File: src/rtl/fpu_result_queue_pkg.sv
// Shared types for the fp16 add/sub result queue: operand/result formats,
// condition codes, status flags and the stored queue entry.
package fpu_result_queue_pkg;

    localparam int unsigned FP16_W = 16;
    localparam int unsigned CC_W   = 4;
    localparam int unsigned FLAG_W = 5;

    typedef logic [FP16_W-1:0] fp16_t;

    // Bit order {Z,C,N,V}
    typedef logic [CC_W-1:0] condCode_t;

    // Bit order {NV,DZ,OF,UF,NX}
    typedef logic [FLAG_W-1:0] opStatusFlag_t;

    typedef enum logic [1:0] {
        FPU_NOP = 2'd0,
        FPU_ADD = 2'd1,
        FPU_SUB = 2'd2
    } fpuOp_t;

    typedef struct packed {
        fpuOp_t        op;
        fp16_t         result;
        condCode_t     cc;
        opStatusFlag_t flags;
    } fpuResult_t;

    localparam fpuResult_t RESULT_NONE = '{
        op:     FPU_NOP,
        result: '0,
        cc:     '0,
        flags:  '0
    };

    // A clear and a load in the same cycle leave exactly the loaded flags.
    function automatic opStatusFlag_t merge_flags(
        input opStatusFlag_t cur,
        input logic          clr,
        input logic          load,
        input opStatusFlag_t add
    );
        opStatusFlag_t base;
        opStatusFlag_t inc;
        base = clr ? '0 : cur;
        inc  = load ? add : '0;
        return base | inc;
    endfunction

endpackage

File: src/rtl/fpu_sticky_flags.sv
// Architectural sticky exception flags and last accepted condition code.
module fpu_sticky_flags
    import fpu_result_queue_pkg::*;
(
    input  logic          clock,
    input  logic          reset,
    input  logic          push,
    input  logic          sticky_clr,
    input  opStatusFlag_t in_flags,
    input  condCode_t     in_cc,
    output opStatusFlag_t sticky_flags,
    output condCode_t     last_cc
);

    always_ff @(posedge clock) begin
        if (reset) begin
            sticky_flags <= '0;
            last_cc      <= '0;
        end else begin
            sticky_flags <= merge_flags(sticky_flags, sticky_clr, push, in_flags);
            if (push) begin
                last_cc <= in_cc;
            end
        end
    end

endmodule

File: src/rtl/fpu_result_queue.sv
// In-order result FIFO between the fp16 add/sub unit and writeback, with
// sticky exception flags and last condition code for status logic.
module fpu_result_queue
    import fpu_result_queue_pkg::*;
#(
    parameter  int unsigned DEPTH = 4,
    localparam int unsigned CNT_W = $clog2(DEPTH) + 1
) (
    input  logic             clock,
    input  logic             reset,
    input  logic             in_valid,
    output logic             in_ready,
    input  fp16_t            in_result,
    input  condCode_t        in_cc,
    input  opStatusFlag_t    in_flags,
    input  fpuOp_t           in_op,
    output logic             out_valid,
    input  logic             out_ready,
    output fp16_t            out_result,
    output condCode_t        out_cc,
    output opStatusFlag_t    out_flags,
    output fpuOp_t           out_op,
    output opStatusFlag_t    sticky_flags,
    input  logic             sticky_clr,
    output condCode_t        last_cc,
    output logic [CNT_W-1:0] count
);

    localparam int unsigned PTR_W = $clog2(DEPTH);

    fpuResult_t       mem [DEPTH];
    fpuResult_t       head;
    logic [PTR_W-1:0] wr_ptr;
    logic [PTR_W-1:0] rd_ptr;
    logic             full;
    logic             empty;
    logic             push;
    logic             pop;

    // Occupancy is tracked only by count; pointer equality is ambiguous.
    assign full      = (count == CNT_W'(DEPTH));
    assign empty     = (count == '0);
    assign in_ready  = !full;
    assign out_valid = !empty;
    assign push      = in_valid & in_ready;
    assign pop       = out_valid & out_ready;

    always_ff @(posedge clock) begin
        if (push) begin
            mem[wr_ptr] <= '{op: in_op, result: in_result, cc: in_cc, flags: in_flags};
        end
    end

    always_ff @(posedge clock) begin
        if (reset) begin
            wr_ptr <= '0;
            rd_ptr <= '0;
            count  <= '0;
        end else begin
            if (push) begin
                wr_ptr <= wr_ptr + PTR_W'(1);
            end
            if (pop) begin
                rd_ptr <= rd_ptr + PTR_W'(1);
            end
            unique case ({push, pop})
                2'b10:   count <= count + CNT_W'(1);
                2'b01:   count <= count - CNT_W'(1);
                default: count <= count;
            endcase
        end
    end

    // Stale storage is never exposed: an empty queue presents all-zero data.
    always_comb begin
        head = RESULT_NONE;
        if (!empty) begin
            head = mem[rd_ptr];
        end
    end

    assign out_result = head.result;
    assign out_cc     = head.cc;
    assign out_flags  = head.flags;
    assign out_op     = head.op;

    fpu_sticky_flags u_sticky (
        .clock        (clock),
        .reset        (reset),
        .push         (push),
        .sticky_clr   (sticky_clr),
        .in_flags     (in_flags),
        .in_cc        (in_cc),
        .sticky_flags (sticky_flags),
        .last_cc      (last_cc)
    );

endmodule

File: config.mk
export PLATFORM = sky130hd
export DESIGN_NAME = fpu_result_queue
export DESIGN_NICKNAME = d
export VERILOG_FILES = /design/src/rtl/fpu_result_queue_pkg.sv /design/src/rtl/fpu_sticky_flags.sv /design/src/rtl/fpu_result_queue.sv
export SDC_FILE = /design/constraint.sdc
export NUM_CORES = 1
export LEC_CHECK = 0
export CAP_MARGIN = 20
export CORE_ASPECT_RATIO = 1.4
export CORE_MARGIN = 2
export CORE_UTILIZATION = 40
export DETAILED_ROUTE_END_ITERATION = 10
export PLACE_DENSITY = 0.63
export SLEW_MARGIN = 20
export SYNTH_ARGS = -nofsm -noshare
export SYNTH_HDL_FRONTEND = slang
export SYNTH_HIERARCHICAL = 1
export SYNTH_SLANG_ARGS = --single-unit
export TNS_END_PERCENT = 1
File: constraint.sdc
create_clock -name clock -period 2.72 [get_ports clock]
set_input_delay 0.816 -clock clock [delete_from_list [all_inputs] [get_ports clock]]
set_output_delay 0.816 -clock clock [all_outputs]
set_load 0.01 [all_outputs]
==> reports/results.tsv, run 1 <==
metric	value	unit
grt_pass1_vias	2836	
power_density	1010	nW/µm²
timing.final.crit_share	97.8	%
critPathArrivalTime	1.84	ns
placed_area	5950	µm²
min_period	2.66	ns
drv_cap	0	
antenna_found_initial	0	
netlist_area	4930	µm²
synthCells	260	
first_iter_violations	193	
total_power	0.00668	W
finalHoldViolCount	0	
die_w	97.8	µm
r2r_end	count[2]	
dp_hpwl	5510	µm
skew	0.00548	ns
avgSynthCellArea	18.9	µm²
port_buffers	72	
ys_seq_area_share	73.2	%
ir_drop	492	µV
timing.critical_path.fanout_max	6	
n_antenna_cell	0	
clk_pin_slew	0.05	ns
dieArea	13200	µm²
vias_per_cell	4.93	
tritoncts.num_buffers	17	
synthXorXnorAreaFrac	0.533	%
grt_pass1_wl	14900	µm
crit_chain	buf_12, buf_12, mux4_2, nor2b_1, buf_2	
tns	0	ns
clockBufferDepth	2	
r2r_start	count[0]	
grt_max_degree	31	
synth-seq-cells	126	
final_area	6590	µm²
initial_core_util	40.4	%
hold_path.class	register to register	
pin_count	73	
synth-compound-area-share	1.40	%
cp.required	1.90	ns
wl_per_cell	17.8	µm
root_buffer	clkbuf_16	
yosysUniqueCellTypes	27	
clk_latency	0.40	ns
gr-total-overflow	0	
area_growth	33.7	%
setup_viol	0	
dp.cells	485	
htreeDepth	4	
vias	2577	
reg2regPathDepth	9	
reg2reg_slack	0.76	ns
place_ws	-0.0347	ns
max_freq	0.376	GHz
totalWireLength	9300	µm
ys_warn_count	6	
cp_common_cell	buf_12	
setup_ws	0.0593	ns
synthSimpleGateAreaFrac	7.04	%
slowest_stage	mux4_2	
gp_congestion	0.669	
rsz0062_at_grt	true	
whs_path_depth	2	
slowest_delay	0.50	ns
critPathLaunchType	register	
synthAdderAreaFrac	1.68	%
p_leak	2.32	nW
cts_sinks	126	
first_pass_iters	4	
fin_nets	398	
crit_type	register to primary output	
drc	0	
core-area	12200	µm²
tightest_slew	0.370	ns
hold_end	u_sticky/sticky_flags[1]	
endpoint_kind	primary output	
cts_tree	yes	
synthMuxAreaShare	13.6	%
placementRows	48	
slew_headroom	75.1	%
slew_viol_final	0	
synth_nets	298	
grt_usage	15.5	%
fin_cells	523	
synth_top_family_by_area	multiplexers	
drive_gt1_share	30.0	%
ant_nets	0	
die_y	135	µm
status	complete, no violations	
cts-hold-fix-buffers	0	
hp-start	u_sticky/sticky_flags[1]	
-- sequential cells by signal, summed over array words and instances, names as in the netlist, named ones only --
register / count
count: 3
mem: 108
rd_ptr: 2
u_sticky/last_cc: 4
u_sticky/sticky_flags: 5
wr_ptr: 2
-- stage by stage --
step	utilization (%)	hold WS [ns]
2_1_floorplan	-	0.465
3_5_place_dp	48.8	0.462
5_1_grt	54.0	0.494
3_3_place_gp	48.8	0.459
4_1_cts	54.0	0.478
6_report	54.0	0.475
-- worst max path at each step --
stage | start | to | slack, ns | cells after the start
after CTS | register | out_op[0] | 0.004 | 5
after floorplan | in_valid | count[2] | 0.43 | 8
after detailed placement | out_ready | count[2] | -0.03 | 9
after global placement | out_ready | count[2] | 0.03 | 9
final | register | out_result[2] | 0.06 | 5
after global routing | register | out_result[1] | -0.02 | 5
-- worst max-delay path, delay by kind of cell, from the launching register on --
family / cells / cell delay (ns)
muxes: 1 / 0.50
DFF: 1 / 0.41
and+or+nand+nor: 1 / 0.16
buffers and inverters: 3 / 0.39
-- cells in the final DEF (no fill, tap or decap), drive strengths merged, types with 5 or more instances in the layout --
cell	n
a21oi	8
buf	48
clkbuf	20
clkdlybuf4s50	45
clkinv	7
dfxtp	18
edfxtp	108
ha	5
inv	8
mux2i	5
mux4	27
nand2	7
nand2b	7
nor2	12
nor2b	27
-- power by group --
group	total, W	internal [W]	switching [W]
Clock	0.00230	0.00155	0.000751
Sequential	0.00243	0.00233	0.000103
Combinational	0.00195	0.00108	0.000867
-- final cells by class --
class                           instances  area, µm²
Sequential cell                       126       3610
Tap cell                              150        188
Fill cell                            1005       5610
Clock buffer                           20        447
Inverter                                8       30.0
Multi-Input combinational cell        114       1200
Timing Repair Buffer                   93        942
Clock inverter                         12        169
-- layer usage --
metal / vias to the layer above / share of wire [%] / GRT usage (%) / wire length (µm)
li1: 1197 / - / - / -
met1: 1313 / 42 / 17.4 / 3880
met2: 59 / 53 / 27.3 / 4970
met3: 8 / 3.5 / 4.80 / 329
met4: 0 / 1.4 / 6.25 / 129
met5: - / 0 / 0 / 0
-- Yosys cell counts --
cell,instances,area share [%]
and2_1,4,0.51
edfxtp_1,108,66
nor2b_1,25,3.2
nand2b_1,7,0.89
mux2i_1,5,1.0
mux4_2,27,12
ha_1,5,1.3
fa_1,1,0.41
or3_1,2,0.25
o21ai_1,1,0.10
nor2_1,12,0.91
nor2b_4,2,0.56
o21ai_0,1,0.10
buf_2,4,0.41
a21boi_2,1,0.23
nand2_1,7,0.53
inv_1,8,0.61
mux2_1,1,0.23
nor3_2,1,0.20
clkbuf_2,1,0.10
a21oi_1,8,0.81
dfxtp_1,18,7.3
clkbuf_1,3,0.23
buf_6,2,0.46
buf_12,2,0.81
xor2_1,3,0.53
o31ai_1,1,0.15
-- kinds of logic (layout without fill, tap and decap cells) --
family                   Yosys count  count (layout)
adder cells (fa/ha/maj)            6               6
AO/OA/AOI/OAI                     12              12
buffers and inverters             20             133
multiplexers                      33              33
flip-flops                       126             126
XOR/XNOR                           3               3
AND/OR/NAND/NOR                   60              60
-- repair_timing --
action,in CTS,in global routing
gates cloned,3,0
pin swaps,0,0
resized for setup,112,4
setup endpoints to repair,27,12
setup buffers,3,0
Power figures use the tool's default switching activity.
==> run 2: changes to the inputs <==
--- a/config.mk
+++ b/config.mk
@@ -10,6 +10,7 @@
 export CORE_MARGIN = 2
 export CORE_UTILIZATION = 40
 export DETAILED_ROUTE_END_ITERATION = 10
+export MAX_ROUTING_LAYER = met4
 export PLACE_DENSITY = 0.63
 export SLEW_MARGIN = 20
 export SYNTH_ARGS = -nofsm -noshare
==> run 2 against run 1 <==
Compared with the run above: clock skew is 0.0025 ns higher; sequential share of layout area unchanged; power barely moved; fmax hardly changed; utilization unchanged; via count down 0.12%; clock power about the same; sequential power about the same; final cell count unchanged; count of clock-buffer cells in the layout is the same; register-to-register slack barely moved.
==> reports/results.tsv, run 2 (synthesized netlist as in run 1, its figures left out) <==
metric	value	unit	change
first_pass_iters	6		+2
r2r_end	count[2]		
pin_count	73		unchanged
area_growth	33.7	%	unchanged
total_power	0.00668	W	about the same
clk_pin_slew	0.05	ns	about the same
largest_reg_flops	108		unchanged
ir_drop	491	µV	about the same
dieArea	13200	µm²	unchanged
hp-start	u_sticky/sticky_flags[1]		
totalWireLength	9300	µm	about the same
drc	0		unchanged
endpoint_kind	primary output		
mostFrequentLayoutCells	108 x edfxtp_1, 45 x clkdlybuf4s50_1, 27 x mux4_2		
drv_cap	0		unchanged
cp.required	1.90	ns	about the same
timing.critical_path.fanout_max	6		unchanged
critPathArrivalTime	1.85	ns	about the same
root_buffer	clkbuf_16		
grt_usage	15.9	%	+0.46 points
gp_congestion	0.676		+0.97%
clockBufferDepth	2		unchanged
hold_path.class	register to register		
multiInputGateArea	1200	µm²	unchanged
htreeDepth	4		unchanged
reg_top3	mem x108, u_sticky/sticky_flags x5, u_sticky/last_cc x4		
die_w	97.8	µm	unchanged
crit_type	register to primary output		
cp_common_cell	buf_12		
p_leak	2.32	nW	unchanged
cts_tree	yes		
slowest_delay	0.50	ns	about the same
min_period	2.66	ns	+0.00194 ns
rsz0062_at_grt	true		
cts-hold-fix-buffers	0		unchanged
dp_hpwl	5510	µm	unchanged
fin_nets	398		unchanged
n_antenna_cell	0		unchanged
reg2reg_slack	0.76	ns	about the same
slew_viol_final	0		unchanged
clk_latency	0.40	ns	about the same
r2r_start	count[0]		
cts_sinks	126		unchanged
skew	0.00795	ns	+0.00248 ns
reg2regPathDepth	9		unchanged
final_common_cell	edfxtp_1		
vias	2574		-0.12%
first_iter_violations	189		-2.1%
crit_chain	buf_12, buf_12, mux4_2, nor2b_1, buf_2		
finalHoldViolCount	0		unchanged
ant_nets	0		unchanged
critPathLaunchType	register		
slowest_stage	mux4_2		
top_register	mem		
timing.final.crit_share	97.9	%	about the same
wl_per_cell	17.8	µm	about the same
vias_per_cell	4.92		-0.12%
die_y	135	µm	unchanged
initial_core_util	40.4	%	unchanged
fillers	1005		unchanged
tritoncts.num_buffers	17		unchanged
grt_max_degree	31		unchanged
power_density	1010	nW/µm²	about the same
grt_pass1_vias	2834		-0.071%
seq_area	3610	µm²	unchanged
placementRows	48		unchanged
slew_headroom	75.1	%	about the same
core-area	12200	µm²	unchanged
grt_pass1_wl	14900	µm	unchanged
antenna_found_initial	0		unchanged
whs_path_depth	2		unchanged
status	complete, no violations		
setup_viol	0		unchanged
hold_end	u_sticky/sticky_flags[1]		
max_freq	0.376	GHz	about the same
tightest_slew	0.370	ns	-0.0000674 ns
post-route-util	54.0	%	unchanged
drive_gt1_share	30.0	%	unchanged
port_buffers	72		unchanged
gr-total-overflow	0		unchanged
## run 2: cell counts in the layout (fill, tap and decap cells not counted)
No cell type changed its count.
## run 2: worst max-delay path: cells and delay by family (launching register included)
family        cells  cell delay, ns
flops             1            0.41
mux               1            0.50
simple gates      1            0.16
buf+inv           3            0.39
## run 2: final cells by class
class                           count  share of cell area [%]
Timing Repair Buffer               93                    14.3
Inverter                            8                   0.456
Tap cell                          150                    2.85
Clock buffer                       20                    6.78
Multi-Input combinational cell    114                    18.3
Sequential cell                   126                    54.8
Clock inverter                     12                    2.56
## run 2: how the worst max path moves through the flow
| stage | startpoint | slack [ns] | endpoint | cells past startpoint |
|---|---|---|---|---|
| finish | register | 0.06 | out_result[2] | 5 |
| global route | register | -0.02 | out_result[1] | 5 |
| CTS | register | 0.004 | out_op[0] | 5 |
| detailed placement | out_ready | -0.03 | count[2] | 9 |
| global placement | out_ready | 0.03 | count[2] | 9 |
| floorplan | in_valid | 0.43 | count[2] | 8 |
## run 2: per-layer routing
layer / share of wire, % / GRT usage (%) / vias to the layer above / routed length, µm
li1: - / - / 1196 / -
met1: 41 / 17.5 / 1309 / 3810
met2: 54 / 27.3 / 60 / 5030
met3: 3.8 / 4.54 / 9 / 352
met4: 1.1 / 6.48 / 0 / 106
met5: 0 / - / - / 0
## run 2: metrics by stage
| step | instances | setup TNS [ns] | setup WS [ns] | hold slack, ns | cell area (µm²) |
|---|---|---|---|---|---|
| 3_5_place_dp | 485 | -0.0347 | -0.0347 | 0.462 | 5950 |
| 2_1_floorplan | 260 | 0 | 0.431 | 0.465 | 4930 |
| 4_1_cts | 523 | 0 | 0.00351 | 0.478 | 6580 |
| 6_report | 523 | 0 | 0.0574 | 0.475 | 6590 |
| 3_3_place_gp | 485 | 0 | 0.0277 | 0.459 | 5950 |
| 5_1_grt | 523 | -0.0946 | -0.0226 | 0.494 | 6590 |
## run 2: power by group
| part | internal, W | switching [W] | leakage [nW] |
|---|---|---|---|
| logic | 0.00108 | 0.000868 | 0.879 |
| registers | 0.00233 | 0.000103 | 1.14 |
| clock network | 0.00155 | 0.000751 | 0.301 |
| total | 0.00496 | 0.00172 | 2.32 |
## run 2: timing repair
action / 4_1_cts / 5_1_grt
pin swaps: 0 / 0
setup buffers: 3 / 0
resized for setup: 112 / 4
gates cloned: 3 / 0
endpoints found under the setup margin: 27 / 12
==> run 3: changes to the inputs <==
--- a/config.mk
+++ b/config.mk
@@ -10,6 +10,7 @@
 export CORE_MARGIN = 2
 export CORE_UTILIZATION = 40
 export DETAILED_ROUTE_END_ITERATION = 10
+export GPL_ROUTABILITY_DRIVEN = 0
 export MAX_ROUTING_LAYER = met4
 export PLACE_DENSITY = 0.63
 export SLEW_MARGIN = 20
==> results of run 3 <==
Final layout, timing and power as in run 2 (identical DEF).
